$ cat src/rtl/hazard_controller_pkg.sv
// hazard_pkg: shared types and constants for the hazard controller.
//   state_t   : FSM state encoding (IDLE=0, STALL=1, FLUSH=2)
//   MAX_STALL : upper bound for LOAD_STALL_CYCLES
//   MAX_FLUSH : upper bound for BRANCH_FLUSH_CYCLES
//   REG_W     : register-index width
package hazard_pkg;
  typedef enum logic [1:0] {IDLE = 2'd0, STALL = 2'd1, FLUSH = 2'd2} state_t;
  localparam int MAX_STALL = 3;
  localparam int MAX_FLUSH = 3;
  localparam int REG_W = 5;
endpackage

$ cat src/rtl/hazard_controller_if.sv
// hazard_controller_if: ID/EX hazard inputs and pipeline control outputs.
//   master : drives ID_Rs/ID_Rt/ID_UsesRs/ID_UsesRt/EX_MemRead/EX_Rd/EX_BranchTaken,
//            observes Hazard/Branch/PCWrite/IFIDWrite/IFIDFlush
//   slave  : the controller side of the same signals
//   HAZARD_STATS_EN adds StallCount/FlushCount outputs.
interface hazard_controller_if;
  import hazard_pkg::*;
  logic [REG_W-1:0] ID_Rs, ID_Rt, EX_Rd;
  logic ID_UsesRs, ID_UsesRt, EX_MemRead, EX_BranchTaken;
  logic Hazard, Branch, PCWrite, IFIDWrite, IFIDFlush;
`ifdef HAZARD_STATS_EN
  logic [31:0] StallCount, FlushCount;
`endif
  modport master (
    output ID_Rs, ID_Rt, EX_Rd, ID_UsesRs, ID_UsesRt, EX_MemRead, EX_BranchTaken,
    input Hazard, Branch, PCWrite, IFIDWrite, IFIDFlush
`ifdef HAZARD_STATS_EN
    , input StallCount, FlushCount
`endif
  );
  modport slave (
    input ID_Rs, ID_Rt, EX_Rd, ID_UsesRs, ID_UsesRt, EX_MemRead, EX_BranchTaken,
    output Hazard, Branch, PCWrite, IFIDWrite, IFIDFlush
`ifdef HAZARD_STATS_EN
    , output StallCount, FlushCount
`endif
  );
endinterface

$ cat src/rtl/hazard_controller_detect.sv
// hazard_detect: combinational load-use comparator.
//   i_id_rs/i_id_rt/i_uses_rs/i_uses_rt : ID-stage sources and their use flags
//   i_mem_read/i_ex_rd                  : EX-stage load flag and destination
//   o_lu                                : load-use hazard (never for r0)
module hazard_detect
  import hazard_pkg::*;
(
  input  logic [REG_W-1:0] i_id_rs,
  input  logic [REG_W-1:0] i_id_rt,
  input  logic [REG_W-1:0] i_ex_rd,
  input  logic             i_uses_rs,
  input  logic             i_uses_rt,
  input  logic             i_mem_read,
  output logic             o_lu
);
  assign o_lu = i_mem_read && i_ex_rd != '0 &&
                ((i_uses_rs && i_id_rs == i_ex_rd) || (i_uses_rt && i_id_rt == i_ex_rd));
endmodule

$ cat src/rtl/hazard_controller.sv
// hazard_controller: load-use stall and taken-branch flush control for the ID/EX register.
//   Clk, Rst (async active-low)
//   hz : hazard_controller_if.slave carrying ID/EX inputs and
//        Hazard/Branch/PCWrite/IFIDWrite/IFIDFlush outputs (Mealy)
//   Optional HAZARD_STATS_EN: StallCount/FlushCount event counters on hz.
module hazard_controller
  import hazard_pkg::*;
#(
  parameter int LOAD_STALL_CYCLES   = 1,
  parameter int BRANCH_FLUSH_CYCLES = 1
) (
  input logic Clk,
  input logic Rst,
  hazard_controller_if.slave hz
);
  localparam int LS = LOAD_STALL_CYCLES > MAX_STALL ? MAX_STALL : LOAD_STALL_CYCLES;
  localparam int BF = BRANCH_FLUSH_CYCLES > MAX_FLUSH ? MAX_FLUSH : BRANCH_FLUSH_CYCLES;
  localparam logic [1:0] ST_RELOAD = 2'(LS - 1);
  localparam logic [1:0] FL_RELOAD = 2'(BF - 1);
  state_t     r_state;
  logic [1:0] r_cnt;
  logic       w_lu, w_br, w_st;
  hazard_detect u_detect (
    .i_id_rs   (hz.ID_Rs),
    .i_id_rt   (hz.ID_Rt),
    .i_ex_rd   (hz.EX_Rd),
    .i_uses_rs (hz.ID_UsesRs),
    .i_uses_rt (hz.ID_UsesRt),
    .i_mem_read(hz.EX_MemRead),
    .o_lu      (w_lu)
  );
  // A taken branch dominates everything: it squashes the stalled instruction.
  assign w_br = hz.EX_BranchTaken || r_state == FLUSH;
  assign w_st = !w_br && (r_state == STALL || (r_state == IDLE && w_lu));
  assign hz.Hazard    = Rst && w_st;
  assign hz.Branch    = Rst && w_br;
  assign hz.PCWrite   = Rst && !w_st;
  assign hz.IFIDWrite = Rst && !w_st;
  assign hz.IFIDFlush = !Rst || w_br;
  // cnt counts the cycles still owed after the current one; the FSM leaves on cnt==1.
  always_ff @(posedge Clk or negedge Rst)
    if (!Rst) begin
      r_state <= IDLE;
      r_cnt   <= '0;
    end else if (hz.EX_BranchTaken) begin
      r_state <= FL_RELOAD != 2'd0 ? FLUSH : IDLE;
      r_cnt   <= FL_RELOAD;
    end else if (r_state != IDLE) begin
      r_state <= r_cnt == 2'd1 ? IDLE : r_state;
      r_cnt   <= r_cnt - 2'd1;
    end else if (w_lu && ST_RELOAD != 2'd0) begin
      r_state <= STALL;
      r_cnt   <= ST_RELOAD;
    end
`ifdef HAZARD_STATS_EN
  logic [31:0] r_stall_cnt, r_flush_cnt;
  always_ff @(posedge Clk or negedge Rst)
    if (!Rst) begin
      r_stall_cnt <= '0;
      r_flush_cnt <= '0;
    end else begin
      r_stall_cnt <= r_stall_cnt + 32'(hz.Hazard);
      r_flush_cnt <= r_flush_cnt + 32'(hz.Branch);
    end
  assign hz.StallCount = r_stall_cnt;
  assign hz.FlushCount = r_flush_cnt;
`endif
endmodule

$ cat src/flat_wrapper.sv
// flat-port wrapper written by rule: the top's interface ports become plain ports
module hazard_controller_flat import hazard_pkg::*;
#(
  parameter int LOAD_STALL_CYCLES   = 1,
  parameter int BRANCH_FLUSH_CYCLES = 1
)
  (Clk, Rst, hz_ID_Rs, hz_ID_Rt, hz_EX_Rd, hz_ID_UsesRs, hz_ID_UsesRt, hz_EX_MemRead, hz_EX_BranchTaken, hz_Hazard, hz_Branch, hz_PCWrite, hz_IFIDWrite, hz_IFIDFlush);
  hazard_controller_if hz_i ();
  input logic Clk;
  input logic Rst;
  input wire logic [$bits(hz_i.ID_Rs)-1:0] hz_ID_Rs;
  input wire logic [$bits(hz_i.ID_Rt)-1:0] hz_ID_Rt;
  input wire logic [$bits(hz_i.EX_Rd)-1:0] hz_EX_Rd;
  input wire logic [$bits(hz_i.ID_UsesRs)-1:0] hz_ID_UsesRs;
  input wire logic [$bits(hz_i.ID_UsesRt)-1:0] hz_ID_UsesRt;
  input wire logic [$bits(hz_i.EX_MemRead)-1:0] hz_EX_MemRead;
  input wire logic [$bits(hz_i.EX_BranchTaken)-1:0] hz_EX_BranchTaken;
  output wire logic [$bits(hz_i.Hazard)-1:0] hz_Hazard;
  output wire logic [$bits(hz_i.Branch)-1:0] hz_Branch;
  output wire logic [$bits(hz_i.PCWrite)-1:0] hz_PCWrite;
  output wire logic [$bits(hz_i.IFIDWrite)-1:0] hz_IFIDWrite;
  output wire logic [$bits(hz_i.IFIDFlush)-1:0] hz_IFIDFlush;
  assign hz_i.ID_Rs = hz_ID_Rs;
  assign hz_i.ID_Rt = hz_ID_Rt;
  assign hz_i.EX_Rd = hz_EX_Rd;
  assign hz_i.ID_UsesRs = hz_ID_UsesRs;
  assign hz_i.ID_UsesRt = hz_ID_UsesRt;
  assign hz_i.EX_MemRead = hz_EX_MemRead;
  assign hz_i.EX_BranchTaken = hz_EX_BranchTaken;
  assign hz_Hazard = hz_i.Hazard;
  assign hz_Branch = hz_i.Branch;
  assign hz_PCWrite = hz_i.PCWrite;
  assign hz_IFIDWrite = hz_i.IFIDWrite;
  assign hz_IFIDFlush = hz_i.IFIDFlush;
  hazard_controller #(.LOAD_STALL_CYCLES(LOAD_STALL_CYCLES), .BRANCH_FLUSH_CYCLES(BRANCH_FLUSH_CYCLES)) u_core (.Clk(Clk), .Rst(Rst), .hz(hz_i));
endmodule
$ cat config.mk
export PLATFORM = sky130hd
export DESIGN_NAME = hazard_controller_flat
export DESIGN_NICKNAME = d
export VERILOG_FILES = /design/src/rtl/hazard_controller_pkg.sv /design/src/rtl/hazard_controller_if.sv /design/src/rtl/hazard_controller_detect.sv /design/src/rtl/hazard_controller.sv /design/src/flat_wrapper.sv
export SDC_FILE = /design/constraint.sdc
export NUM_CORES = 1
export LEC_CHECK = 0
export BUFFER_PORTS_ARGS = -buffer_cell sky130_fd_sc_hd__buf_2
export CORE_AREA = 10 10 47 49
export DETAILED_ROUTE_END_ITERATION = 8
export DIE_AREA = 0 0 57 59
export SLEW_MARGIN = 20
export SYNTH_ARGS = -nofsm -noshare
export SYNTH_HDL_FRONTEND = slang
export SYNTH_SLANG_ARGS = --single-unit
$ cat constraint.sdc
create_clock -name Clk -period 2.3 [get_ports Clk]
set_input_delay 0.575 -clock Clk [delete_from_list [all_inputs] [get_ports Clk]]
set_output_delay 0.575 -clock Clk [all_outputs]
set_load 0.02 [all_outputs]
Yosys cells after proc, flatten, opt, wreduce, memory -nomap -nowiden
Cells that the tools add are included.
Word-level totals
  register bits after elaboration: 4
  input port bits: 21
Cells by class
  $add $sub $neg: 1
  equality and inequality tests: 5
  muxes and demuxes: 5
  reductions and logical operators: 22
Operator list (number)
  $eq A5 B5 Y1: 2
  $mux W2: 5
  $logic_and A1 B1 Y1: 9
  $reduce_bool A2 Y1: 3
  $reduce_bool A5 Y1: 1
  $eq A2 B1 Y1 const B: 2
  $logic_or A1 B1 Y1: 4
  $logic_not A1 Y1: 3
  $eq A2 B2 Y1 const B: 1
  $logic_not A2 Y1: 1
  $reduce_and A2 Y1: 1
  $sub A2 B1 Y2 const B: 1

Longest topological paths before layout
Gate-level depths: netlist of run 1.
  word-level depth: 9
  gate-level depth with buffers: 5
  depth with buffers taken out: 4

By module
Synthesis of run 1 repeated with hierarchy kept, for this count alone.
Second synthesis, totals
  cells, all modules: 23
  area total of the unflattened synthesis: 173.9 µm²
Modules (own cells, without submodules)
  hazard_detect: seq. area each 0.0 µm², times used 1, cells an instance 17, area each 133.9 µm²
  hazard_controller: seq. area each 0.0 µm², times used 1, cells an instance 6, area each 40.0 µm²

Worst setup path after synthesis of run 1
OpenSTA, ideal clock, no wires.
  kind: input to output
  from: in hz_EX_Rd[0]
  to: out hz_PCWrite
  data required time: 1.725 ns
  cell stages on the path: 5
  arrival time: 1.854 ns
  path buffers: 1
  slack: -0.129 ns
  cells stage by stage: or4_1 nor2_1 nor3b_1 a21boi_1 buf_4
On the way
  longest elaborated chain between the ends: 9
  elaborated cells between the ends (all ways): 13
  those cells by class: 2 x eq/ne; 11 x reduce/logical
Ends and longest elaborated chain
  start: declaration: RTL line flat_wrapper.sv:13  | input wire logic [$bits(hz_i.EX_Rd)-1:0] hz_EX_Rd;
  $eq A5 B5 Y1: RTL line hazard_controller_detect.sv:17  | ((i_uses_rs && i_id_rs == i_ex_rd) || (i_uses_rt && i_id_rt == i_ex_rd));
  $logic_and A1 B1 Y1: RTL line hazard_controller_detect.sv:17
  $logic_or A1 B1 Y1: RTL line hazard_controller_detect.sv:17
  $logic_and A1 B1 Y1 *: RTL line hazard_controller_detect.sv:16  | assign o_lu = i_mem_read && i_ex_rd != '0 &&
  $logic_and A1 B1 Y1 *: RTL line hazard_controller.sv:34  | assign w_st = !w_br && (r_state == STALL || (r_state == IDLE && w_lu));
  $logic_or A1 B1 Y1 *: RTL line hazard_controller.sv:34
  $logic_and A1 B1 Y1 *: RTL line hazard_controller.sv:34
  $logic_not A1 Y1 *
  $logic_and A1 B1 Y1 *
  end: declaration: RTL line flat_wrapper.sv:20  | output wire logic [$bits(hz_i.PCWrite)-1:0] hz_PCWrite;
Every way passes the cells marked *; elsewhere a longest branch is shown, timed or not.

Worst setup path in the final report of run 1
  from: in hz_EX_Rd[0]
  to: out hz_IFIDWrite
On the way
  longest elaborated chain between the ends: 9
  elaborated cells between the ends (all ways): 13
  those cells by class: 2 x eq/ne; 11 x reduce/logical
Ends and longest elaborated chain
  $eq A5 B5 Y1: RTL line hazard_controller_detect.sv:17
  $logic_and A1 B1 Y1: RTL line hazard_controller_detect.sv:17
  $logic_or A1 B1 Y1: RTL line hazard_controller_detect.sv:17
  $logic_and A1 B1 Y1 *: RTL line hazard_controller_detect.sv:16
  $logic_and A1 B1 Y1 *: RTL line hazard_controller.sv:34
  $logic_or A1 B1 Y1 *: RTL line hazard_controller.sv:34
  $logic_and A1 B1 Y1 *: RTL line hazard_controller.sv:34
  $logic_not A1 Y1 *: RTL line hazard_controller.sv:38  | assign hz.IFIDWrite = Rst && !w_st;
  $logic_and A1 B1 Y1 *: RTL line hazard_controller.sv:38
  end: declaration: RTL line flat_wrapper.sv:21  | output wire logic [$bits(hz_i.IFIDWrite)-1:0] hz_IFIDWrite;
Marks and branches as above.

==> results of run 1 <==
==> cell type report <==
cell class	instances	area (um^2)
timing repair buffer	27	146.4
multi-input combinational	22	185.2
tap	16	20.02
fill	168	1050
==> synth_stat cells <==
| cell type | n |
|---|---|
| nand2_1 | 2 |
| nand4_1 | 2 |
| xnor2_1 | 10 |
| nor2_1 | 1 |
| nand2b_1 | 1 |
| and3_1 | 1 |
| o22ai_1 | 1 |
| buf_4 | 1 |
| or4_1 | 1 |
| nor3b_1 | 1 |
| a21boi_1 | 1 |
| and2_1 | 1 |
==> worst max-delay path: stages <==
cell	delay (ns)
buf_2	0.11
or4_4	0.54
nor2_4	0.10
nor3b_2	0.05
a21boi_2	0.13
buf_2	0.18
==> power groups by stage <==
stage | combinational (mW) | clock, mW | sequential (mW)
6_report | 0.0600 | 0 | 0
5_1_grt | 0.0667 | 0 | 0
4_1_cts | 0.0599 | 0 | 0
3_5_place_dp | 0.0574 | 0 | 0
3_3_place_gp | 0.0572 | 0 | 0
2_1_floorplan | 0.0289 | 0 | 0
==> metal layers <==
layer  global-route usage [%]  share of wire (%)  vias up
met3                    1.931                 17        0
li1                         -                  -      132
met1                    5.101                 43       88
met5                        0                  0        -
met4                        0                  0        0
met2                    5.426                 40       19
==> stage by stage <==
| stage | hold WS [ns] | power, mW | instances | cell area (um^2) |
|---|---|---|---|---|
| floorplan | 1.276 | 0.02894 | 23 | 170.2 |
| global placement | 1.449 | 0.05723 | 65 | 322.8 |
| detailed placement | 1.453 | 0.05740 | 65 | 322.8 |
| CTS | 1.455 | 0.05993 | 65 | 345.3 |
| global route | 1.488 | 0.06666 | 65 | 351.6 |
| finish | 1.453 | 0.05999 | 65 | 351.6 |
==> cell families (layout without fill, tap and decap cells) <==
family / count (synthesis) / after routing / share of synthesized area (%)
XOR/XNOR: 10 / 10 / 52.63
buffers and inverters: 1 / 27 / 4.513
AO/OA/AOI/OAI: 2 / 2 / 8.275
AND/OR/NAND/NOR: 10 / 10 / 34.60
==> path summary, 6_finish.rpt <==
kind / end / cells past startpoint / slack, ns
worst min-delay path: hz_IFIDFlush / 3 / 1.45
worst max-delay path: hz_IFIDWrite / 6 / 0.04
==> what timing repair did <==
action,CTS,global route
endpoints found under the setup margin,1,3
pin swaps,1,3
resized for setup,6,1
hold endpoints to repair,0,0
setup buffers,0,0
==> results.txt, run 1 <==
Outcome -> finished clean
Post-Syn Area -> 166.4 um^2
Crit. End Element -> output pin
Yosys top cell by area -> xnor2_1
Sequential power share -> 0%
Util after Layout -> 25.09%
Power share of the clock group -> 0%
Max IR drop VDD -> 0.05446 mV
Post-synthesis cell count -> 23
Worst setup margin -> 0.04341 ns
Most common cell after layout, fill and taps aside -> buf_2
Synthesis Warnings -> 0
Die height -> 59 um
Max-slew violation total from the final report -> 0
Hold Path Class -> input pin to output pin
Hold-fix buffers, CTS -> 0
Port bufs -> 25
Pre-antenna DRT Iters -> 1
Largest net degree at the start of global routing -> 5
Crit start category -> input pin
Sw power -> 0.02628 mW
FMAX -> 0.4431 GHz
Initial cell density of the core -> 11.88%
Full die area -> 0.003363 mm^2
CP Data Required Time -> 1.73 ns
P per Cell Area -> 170.6 mW/mm^2
Pre-CTS setup slack -> -0.01039 ns
Peak fanout along the critical path -> 2
Max-Cap Viols -> 0
Gr usage total -> 3.758%
Post-route ant nets -> 0
Core Region -> 0.001401 mm^2
Max-slew headroom -> 87.71%
Storage cell area -> 0 um^2
Fin crit share -> 98.11%
Vias in the first global route -> 265
Comb pwr share -> 100.0%
# DRC -> 0
Synth cell types -> 12
First DRT Iteration DRCs -> 0
Final WL -> 685 um
Actual slew at the worst max-slew pin -> 0.1836 ns
Final hold vios -> 0
GRT overflow -> 0
Critical Path Start -> hz_EX_Rd[0]
RSZ-0062 raised after global routing -> yes
WL per Instance -> 10.54 um
Vias after detailed routing -> 239
RePlAce Congestion -> 0.5753
Fraction of layout cells with a size suffix above 1 -> 65.31%
Antenna violations before repair -> 0
Top cell type's share of synthesized area -> 52.63%
Area grow syn2layout -> 111.3%
First-pass GRT wire length -> 1.138 mm
Final Setup Violations -> 0
Number of top-level pins -> 26
WS Path Type -> input pin to output pin
Dominant cells by area after synthesis -> xnor2_1, nand4_1, a21boi_1, buf_4, nand2_1
Ant diodes -> 0
Row count -> 14
TNS Setup -> 0 ns
DIE WIDTH -> 57 um
Post-synthesis sequential area ratio -> 0%
Power Internal -> 0.03371 mW
P_leak -> 0.1614 nW
Syn_nets -> 44
Mean Syn Cell Area -> 7.235 um^2
Vias per cell -> 3.677
Most frequent cells in the layout -> buf_2, xnor2_1, nand4_1, nand2_1, buf_4
Arr. time, crit path -> 1.68 ns
Tmin final -> 2.257 ns
Hold Path Origin -> Rst
Total Nets Final -> 72
Sw Ratio -> 43.81%
Number of clock buffers in the layout -> 0
Seq cells -> 0
No activity file was read; power rests on OpenSTA's default activity.
==> run 2: changes to the inputs <==
--- a/config.mk
+++ b/config.mk
@@ -9,6 +9,7 @@
 export CORE_AREA = 10 10 47 49
 export DETAILED_ROUTE_END_ITERATION = 8
 export DIE_AREA = 0 0 57 59
+export RECOVER_POWER = 100
 export SLEW_MARGIN = 20
 export SYNTH_ARGS = -nofsm -noshare
 export SYNTH_HDL_FRONTEND = slang
==> results.txt, run 2 (synthesis gave the netlist of run 1 again) <==
Outcome -> finished clean
Hold path depth -> 3
Port bufs -> 25
Area of the multi-input gates -> 185.2 um^2
Max-slew violation total from the final report -> 0
Initial cell density of the core -> 11.88%
Final WL -> 690 um
Core Region -> 0.001401 mm^2
Most common cell after layout, fill and taps aside -> buf_2
Fin crit share -> 98.11%
Max IR drop VDD -> 0.05395 mV
RSZ-0062 raised after global routing -> yes
WS Path Type -> input pin to output pin
Max-slew headroom -> 82.89%
Actual slew at the worst max-slew pin -> 0.2577 ns
Post-route ant nets -> 0
WL per Instance -> 10.62 um
P per Cell Area -> 172.3 mW/mm^2
Crit. End Element -> output pin
GRT overflow -> 0
Tmin final -> 2.257 ns
Full die area -> 0.003363 mm^2
Row count -> 14
Antenna violations before repair -> 0
Final Setup Violations -> 0
# DRC -> 0
Wl on met1 -> 297 um
Met2 routed WL -> 275 um
Final Power -> 0.05949 mW
Area grow syn2layout -> 107.5%
First-pass GRT wire length -> 1.138 mm
Hold Path Class -> input pin to output pin
Vias per cell -> 3.677
Largest net degree at the start of global routing -> 5
Hold path endpoint -> hz_IFIDFlush
FMAX -> 0.4431 GHz
RePlAce Congestion -> 0.5753
First DRT Iteration DRCs -> 0
Met3 Routed Length -> 118 um
Gr usage total -> 3.758%
Final hold vios -> 0
Peak fanout along the critical path -> 2
Vias in the first global route -> 265
Storage cell area -> 0 um^2
Hold-fix buffers, CTS -> 0
Max-Cap Viols -> 0
Fraction of layout cells with a size suffix above 1 -> 61.22%
Hold Path Origin -> Rst
CP Data Required Time -> 1.73 ns
Most frequent cells in the layout -> buf_2, xnor2_1, buf_4
Number of top-level pins -> 26
Vias after detailed routing -> 239
Hold WS -> 1.470 ns
Total Nets Final -> 72
Number of clock buffers in the layout -> 0
Arr. time, crit path -> 1.68 ns
P_leak -> 0.1552 nW
Fillers -> 170
Pre-antenna DRT Iters -> 1
Crit start category -> input pin
Die height -> 59 um
Seq cells -> 0
Ant diodes -> 0
DIE WIDTH -> 57 um
DR top layer -> met3
## run 2: per-stage QoR
stage               util, %   TNS (ns)  setup slack [ns]  cell area (um^2)  std cells
CTS                   24.64          0          0.006165             345.3         65
global placement      23.04  -0.003324         -0.003324             322.8         65
detailed placement    23.04   -0.01039          -0.01039             322.8         65
finish                24.64          0           0.04341             345.3         65
global route          24.64   -0.03170          -0.01607             345.3         65
floorplan                 -          0           0.02010             170.2         23
## run 2: power by group
group / leakage [nW] / total [mW] / internal (mW) / switching (mW)
combinational: 0.155 / 0.0595 / 0.0331 / 0.0264
sequential: 0 / 0 / 0 / 0
clock: 0 / 0 / 0 / 0
## run 2: timing repair
action	4_1_cts	5_1_grt
gates resized for setup	6	1
pin swaps	1	3
endpoints found under the setup margin	1	3
buffers inserted	0	0
## run 2: worst max-delay path by stage
| stage | start | end | cells after the start |
|---|---|---|---|
| after floorplan | hz_EX_Rd[0] | hz_PCWrite | 5 |
| after global placement | hz_EX_Rd[0] | hz_Hazard | 6 |
| after detailed placement | hz_EX_Rd[0] | hz_Hazard | 6 |
| after CTS | hz_EX_Rd[0] | hz_Hazard | 6 |
| after global routing | hz_EX_Rd[0] | hz_IFIDWrite | 6 |
| final | hz_EX_Rd[0] | hz_IFIDWrite | 6 |
## run 2: area by class of cell
class              instances  share of cell area [%]
well taps                 16                   5.797
repair buffers            27                   40.58
multi-input cells         22                   53.62
## run 2: metal layers
metal  vias to the layer above  track usage, %
met5                         -               0
met4                         0               0
met3                         0           1.931
met2                        19           5.426
met1                        88           5.101
li1                        132               -
## run 2: critical path, cell delays in order
cell	delay [ns]
buf_2	0.11
or4_4	0.54
nor2_4	0.10
nor3b_2	0.05
a21boi_2	0.13
buf_2	0.18
==> run 3: changes to the inputs <==
--- a/config.mk
+++ b/config.mk
@@ -9,6 +9,7 @@
 export CORE_AREA = 10 10 47 49
 export DETAILED_ROUTE_END_ITERATION = 8
 export DIE_AREA = 0 0 57 59
+export MAX_ROUTING_LAYER = met4
 export RECOVER_POWER = 100
 export SLEW_MARGIN = 20
 export SYNTH_ARGS = -nofsm -noshare
==> results.txt, run 3 (synthesis gave the netlist of run 1 again) <==
CP Data Required Time -> 1.73 ns
Actual slew at the worst max-slew pin -> 0.2577 ns
WS Path Type -> input pin to output pin
Most common cell after layout, fill and taps aside -> buf_2
Pre-antenna DRT Iters -> 1
Outcome -> finished clean
P per Cell Area -> 172.4 mW/mm^2
Core Region -> 0.001401 mm^2
Ant diodes -> 0
RePlAce Congestion -> 0.5782
Fin cells -> 65
Fin crit share -> 98.14%
Crit. End Element -> output pin
Hold-fix buffers, CTS -> 0
Fillers -> 170
FMAX -> 0.4430 GHz
Final WL -> 690 um
Row count -> 14
Hold path depth -> 3
Tmin final -> 2.257 ns
Number of top-level pins -> 26
Number of clock buffers in the layout -> 0
Arr. time, crit path -> 1.68 ns
Peak fanout along the critical path -> 2
Largest net degree at the start of global routing -> 5
First-pass GRT wire length -> 1.138 mm
Max IR drop VDD -> 0.05395 mV
Area of the multi-input gates -> 185.2 um^2
DIE WIDTH -> 57 um
P_leak -> 0.1552 nW
TNS Setup -> 0 ns
Max-slew violation total from the final report -> 0
Vias in the first global route -> 265
Gr usage total -> 3.863%
RSZ-0062 raised after global routing -> yes
Die height -> 59 um
Placed Cells -> 65
Most frequent cells in the layout -> buf_2, xnor2_1, buf_4
Area grow syn2layout -> 107.5%
Max-slew headroom -> 82.89%
Total Nets Final -> 72
Post-route ant nets -> 0
Final Setup Violations -> 0
Storage cell area -> 0 um^2
Max-Cap Viols -> 0
Initial cell density of the core -> 11.88%
# DRC -> 0
Vias after detailed routing -> 239
WL per Instance -> 10.62 um
Crit start category -> input pin
Util after Layout -> 24.64%
First DRT Iteration DRCs -> 0
Port bufs -> 25
Antenna violations before repair -> 0
Hold Path Class -> input pin to output pin
GRT overflow -> 0
Final hold vios -> 0
Vias per cell -> 3.677
Seq cells -> 0
Fraction of layout cells with a size suffix above 1 -> 61.22%
Full die area -> 0.003363 mm^2
-- run 3: cell counts in the layout (fill, tap and decap cells not counted) --
Identical to the previous run, type by type.
-- run 3: timing repair --
item                                    in CTS  in global routing
gates cloned                                 0                  0
endpoints found under the setup margin       1                  3
setup buffers                                0                  0
gates resized for setup                      6                  1
pin swaps                                    1                  3
-- run 3: critical path, cell delays in order --
cell and delay [ns]:
buf_2 0.11, or4_4 0.54, nor2_4 0.10, nor3b_2 0.05, a21boi_2 0.13, buf_2 0.18
-- run 3: routing by layer --
layer | track usage [%] | routed length [um] | vias to the layer above
li1 | - | - | 132
met2 | 5.426 | 274 | 19
met5 | - | 0 | -
met3 | 1.717 | 108 | 0
met1 | 5.219 | 307 | 88
met4 | 0 | 0 | 0
-- run 3: layout make-up --
cell class                      count  area share [%]
Multi-Input combinational cell     22           53.62
Timing Repair Buffer               27           40.58
Tap cell                           16           5.797
-- run 3: final timing paths --
kind / slack (ns) / to / startpoint
worst max-delay path: 0.04 / hz_IFIDWrite / hz_EX_Rd[0]
worst min-delay path: 1.47 / hz_IFIDFlush / Rst
-- run 3: through the flow --
step / instance area [um^2] / hold WS (ns) / total power [mW] / worst slack, ns
4_1_cts: 345.3 / 1.455 / 0.05993 / 0.006165
5_1_grt: 345.3 / 1.506 / 0.06610 / -0.01611
3_3_place_gp: 322.8 / 1.449 / 0.05723 / -0.003324
3_5_place_dp: 322.8 / 1.453 / 0.05740 / -0.01039
2_1_floorplan: 170.2 / 1.276 / 0.02894 / 0.02010
6_report: 345.3 / 1.470 / 0.05953 / 0.04270
-- run 3: power breakdown --
part / internal [mW] / switching [mW] / total, mW
combinational: 0.0331 / 0.0264 / 0.0595
sequential: 0 / 0 / 0
clock: 0 / 0 / 0
total: 0.0331 / 0.0264 / 0.0595
